===== config.mk =====
export PLATFORM = sky130hd
export DESIGN_NAME = interrupt_request_unit
export DESIGN_NICKNAME = d
export VERILOG_FILES = /design/src/rtl/interrupt_request_unit.sv
export SDC_FILE = /design/constraint.sdc
export NUM_CORES = 1
export LEC_CHECK = 0
export CAP_MARGIN = 40
export CORE_MARGIN = 1
export CORE_UTILIZATION = 25
export CTS_BUF_LIST = sky130_fd_sc_hd__clkbuf_2 sky130_fd_sc_hd__clkbuf_4 sky130_fd_sc_hd__clkbuf_8
export CTS_CLUSTER_DIAMETER = 150
export DETAILED_ROUTE_END_ITERATION = 16
export GPL_TIMING_DRIVEN = 0
export MAX_ROUTING_LAYER = met4
export PLACE_DENSITY = 0.56
export SLEW_MARGIN = 20
export SYNTH_ARGS = -nofsm -noshare
export SYNTH_HDL_FRONTEND = slang
export SYNTH_SLANG_ARGS = --single-unit

===== constraint.sdc =====
create_clock -name clk -period 0.9 [get_ports clk]
set_input_delay 0.09 -clock clk [delete_from_list [all_inputs] [get_ports clk]]
set_output_delay 0.09 -clock clk [all_outputs]
set_load 0.01 [all_outputs]

===== src/rtl/interrupt_request_unit.sv =====
// Interrupt request register: synchronises IR lines, edge/level capture, freeze with deferred edges.
// Optional overrun detection is built when IRR_OVERRUN_EN is defined.
module interrupt_request_unit #(
   parameter int NUM_IR      = 8,
   parameter int SYNC_STAGES = 2
) (
   input  logic              clk,
   input  logic              reset_n,
   input  logic [NUM_IR-1:0] Level_OR_Edge_trigger,
   input  logic [NUM_IR-1:0] Int_Req_Pins,
   input  logic [NUM_IR-1:0] Clear_bits_IRR,
   input  logic              Freeze_IRR,
   input  logic              Clear_Overrun,
   output logic [NUM_IR-1:0] Int_Req_Reg,
   output logic              Int_Pending,
   output logic [NUM_IR-1:0] Overrun_Flags
);

   logic [NUM_IR-1:0] sync_q [SYNC_STAGES];
   logic [NUM_IR-1:0] prev_q;
   logic [NUM_IR-1:0] mode_q;
   logic [NUM_IR-1:0] irr_q, irr_d;
   logic [NUM_IR-1:0] def_q, def_d;
   logic [NUM_IR-1:0] ovr_q, ovr_d;
   logic [NUM_IR-1:0] s_w, rise_w, mode_chg_w;

   assign s_w        = sync_q[SYNC_STAGES-1];
   assign rise_w     = s_w & ~prev_q;
   assign mode_chg_w = Level_OR_Edge_trigger ^ mode_q;

   // Per-channel next state; a mode change wipes the channel for one cycle.
   always_comb begin
      irr_d = irr_q;
      def_d = def_q;
      for (int i = 0; i < NUM_IR; i++) begin
         if (mode_chg_w[i]) begin
            irr_d[i] = 1'b0;
            def_d[i] = 1'b0;
         end else if (Level_OR_Edge_trigger[i]) begin
            def_d[i] = 1'b0;
            if (Clear_bits_IRR[i])
               irr_d[i] = 1'b0;
            else if (!Freeze_IRR)
               irr_d[i] = s_w[i];
         end else if (Freeze_IRR) begin
            if (Clear_bits_IRR[i])
               irr_d[i] = 1'b0;
            if (rise_w[i])
               def_d[i] = 1'b1;
         end else begin
            // A new edge (live or deferred) beats a coincident clear.
            if (rise_w[i] || def_q[i])
               irr_d[i] = 1'b1;
            else if (Clear_bits_IRR[i])
               irr_d[i] = 1'b0;
            def_d[i] = 1'b0;
         end
      end
   end

`ifdef IRR_OVERRUN_EN
   always_comb begin
      ovr_d = ovr_q;
      for (int i = 0; i < NUM_IR; i++) begin
         if (mode_chg_w[i])
            ovr_d[i] = 1'b0;
         else if (!Level_OR_Edge_trigger[i] && rise_w[i] &&
                  ((irr_q[i] && !Clear_bits_IRR[i]) || def_q[i]))
            ovr_d[i] = 1'b1;
         else if (Clear_Overrun)
            ovr_d[i] = 1'b0;
      end
   end
`else
   logic unused_clear_overrun;
   assign unused_clear_overrun = Clear_Overrun;
   assign ovr_d = '0;
`endif

   always_ff @(posedge clk) begin
      if (!reset_n) begin
         for (int k = 0; k < SYNC_STAGES; k++)
            sync_q[k] <= '0;
         prev_q <= '0;
         mode_q <= '0;
         irr_q  <= '0;
         def_q  <= '0;
         ovr_q  <= '0;
      end else begin
         sync_q[0] <= Int_Req_Pins;
         for (int k = 1; k < SYNC_STAGES; k++)
            sync_q[k] <= sync_q[k-1];
         prev_q <= s_w;
         mode_q <= Level_OR_Edge_trigger;
         irr_q  <= irr_d;
         def_q  <= def_d;
         ovr_q  <= ovr_d;
      end
   end

   assign Int_Req_Reg   = irr_q;
   assign Int_Pending   = |irr_q;
   assign Overrun_Flags = ovr_q;

endmodule


==> flow_metrics.py <==
metrics = {
    "logic_synthesis": {
        "avgSynthCellArea_um2": 10.1,
        "async_flop_share_pct": 0,
        "yosys_warnings": 0,
        "ys_types": 19,
        "synth_top_cell_area_share_pct": 55.5,
        "synthTopCellsByCount": "dfxtp_1, and2_1, a21oi_1, nor2_1, nor4_1",
        "yosysMostFrequentCell": "dfxtp_1",
        "synth_ff_type": "dfxtp_1",
        "syn_inst": 172,
        "synth_edf_count": 0,
        "yosys.area.top_type": "dfxtp_1",
        "ys_ff_latch": 48,
        "synth.yosys.seq_area_share_pct": 55.5,
        "synthTopCellsByArea": "dfxtp_1, and2_1, a32o_1, mux2i_1, buf_4",
        "synthesis.area_um2": 1730,
    },
    "placed_design": {
        "hpwl_um": 2590,
        "portBuffers": 35,
        "gp_congestion": 0.726,
        "dpl_cell_area_um2": 2200,
        "placed_cells": 291,
    },
    "clock_tree": {
        "cts_tree": "built",
        "clk_pin_slew_ps": 80,
        "cts.sinks": 48,
        "h-tree-depth": 2,
        "insertion_delay_ps": 290,
        "clock-root-buffer": "clkbuf_8",
        "cts.path.max_buffers": 2,
        "cts_made_buffers": 5,
    },
    "routing": {
        "via_per_inst": 4.35,
        "final_antenna_net_count": 0,
        "vias": 1330,
        "drc": 0,
        "routed_wirelength_um": 3800,
        "drtIter0Drc": 37,
        "drt-pass1-iter-count": 4,
        "detail_route.wl_per_cell_um": 12.4,
    },
    "setup_path": {
        "start_kind": "flop",
        "critPathSlowestCell": "dfxtp_2",
        "reg2reg_setup_slack_ps": -130,
        "path_class": "flop to primary output",
        "cp-startpoint": "Int_Req_Reg[4]$_SDFFE_PP0P_",
        "worstPathCellList": "nor4_4 -> nand2_1 -> buf_2",
        "cp.depth": 3,
        "cp_top_family": "simple AND/OR/NAND/NOR gates",
        "reg2reg_depth": 4,
        "r2r-start": "Int_Req_Reg[1]$_SDFFE_PP0P_",
        "cp_max_fo": 3,
        "endpoint": "Int_Pending",
        "arrival_ps": 1200,
        "end_kind": "primary output",
        "crit_buf_inv": 1,
        "r2r_end": "Int_Req_Reg[1]$_SDFFE_PP0P_",
        "crit_path_max_incr_delay_ps": 350,
        "crit_required_ps": 810,
    },
    "grt": {
        "antenna_found_initial": 0,
        "grt_max_degree": 14,
        "grt_pass1_vias": 1287,
        "grt_pass1_wl_um": 6220,
        "grt_use_total_pct": 11.6,
        "gr-total-overflow": 0,
    },
    "sta": {
        "rsz0062_at_grt": "yes",
        "whs_ps": 158,
        "slew_violations": 0,
        "period_minus_slack_ps": 1290,
        "max_freq_ghz": 0.778,
        "setup_tns_ps": -1630,
        "final.setup_skew_ps": 4.12,
        "fin_crit_sh_pct": 143,
        "setup_violations": 16,
        "setup_slack_ps": -386,
        "hold_viol": 0,
    },
    "hold_path": {
        "hold_path.class": "primary input to flop",
    },
    "finish": {
        "antenna_cells": 0,
        "final_net_count": 257,
        "drive_gt1_share_pct": 36.7,
        "stdcell_count": 306,
        "area_growth_syn_to_layout_pct": 49.7,
        "stdcell_area_um2": 2590,
    },
    "run_status": {
        "failed_checks": "negative setup slack",
        "status": "finished with violations",
    },
    "power": {
        "vdd_drop_max_mv": 0.635,
        "power_density_nw_per_um2": 1540,
        "leakage_uw": 0.00101,
    },
    "floorplanning": {
        "die_y_um": 85.2,
        "io_pins": 45,
        "die-area_um2": 7260,
        "start_util_pct": 26.5,
        "die-width_um": 85.2,
        "rows": 29,
        "core_um2": 6530,
    },
    "job": {
        "cap_viol_max_count": 0,
    },
}
[where the power goes]
part,leakage (uW),total [uW],internal [uW],switching [uW]
sequential,0.000401,2240,2190,47.3
combinational,0.000558,442,248,194
clock,0.0000503,1330,684,642
total,0.00101,4000,3120,883
[state kept, by name (all words and copies together) (netlist names)]
name / cells
sync_q: 16
def_q: 8
mode_q: 8
Int_Req_Reg: 8
prev_q: 8
[per-layer routing]
metal  wire, um  up-vias  global-route usage (%)  part of all wire [%]
met1       1830      597                    13.9                    48
met3        212        5                    4.09                   5.6
met4         31        0                    3.70                  0.82
met5          0        -                       -                     0
li1           -      692                       -                     -
met2       1720       36                    18.0                    45
[cells in the final DEF, fill, tap and decap left out, types with 7 or more instances in the layout]
cell type	instances
nor2_1	9
a21oi_2	8
dfxtp_1	32
a32o_1	7
dfxtp_2	13
nor3_1	7
dlygate4sd2_1	7
clkdlybuf4s50_1	17
conb_1	8
clkbuf_8	7
and2_1	32
buf_6	15
buf_4	9
inv_1	8
[worst min-delay path by stage]
stage | startpoint | cells past startpoint | end | slack, ps
floorplan | Level_OR_Edge_trigger[0] | 1 | def_q[0]$_SDFFE_PP0P_ | 170
global placement | sync_q[0][2]$_SDFF_PN0_ | 1 | sync_q[0][10]$_SDFF_PN0_ | 420
detailed placement | sync_q[0][3]$_SDFF_PN0_ | 1 | sync_q[0][11]$_SDFF_PN0_ | 420
CTS | Level_OR_Edge_trigger[5] | 2 | def_q[5]$_SDFFE_PP0P_ | 150
global route | Level_OR_Edge_trigger[3] | 2 | def_q[3]$_SDFFE_PP0P_ | 160
finish | Level_OR_Edge_trigger[3] | 2 | def_q[3]$_SDFFE_PP0P_ | 160
[timing repair]
item,in CTS,in global routing
setup endpoints to repair,51,18
gates resized for setup,102,26
buffers inserted,7,2
pin swaps,1,11
hold buffers,0,0
[through the flow]
stage	total power, uW	utilization [%]	setup slack, ps
final	4000	39.7	-386
after global routing	4190	39.7	-434
after CTS	4000	37.6	-374
after detailed placement	2670	33.7	-944
after global placement	2670	33.7	-961
after floorplan	2460	-	1.18
[area by class of cell]
cell class / count / area (um^2)
Tap cell: 77 / 96.3
Sequential cell: 48 / 988
Buffer: 12 / 87.6
Inverter: 8 / 30.0
Timing Repair Buffer: 43 / 423
Multi-Input combinational cell: 111 / 870
Clock buffer: 7 / 96.3
Fill cell: 660 / 3940
[kinds of logic (layout without fill, tap and decap cells)]
| logic type | Yosys count | after routing | synth area share, % |
|---|---|---|---|
| AO/OA/AOI/OAI | 25 | 25 | 10.4 |
| buffers and inverters | 20 | 70 | 6.51 |
| flip-flops | 48 | 48 | 55.5 |
| multiplexers | 7 | 7 | 4.05 |
| other | 1 | 8 | 0.217 |
| AND/OR/NAND/NOR | 71 | 71 | 23.3 |
No activity file was read; power rests on OpenSTA's default activity.
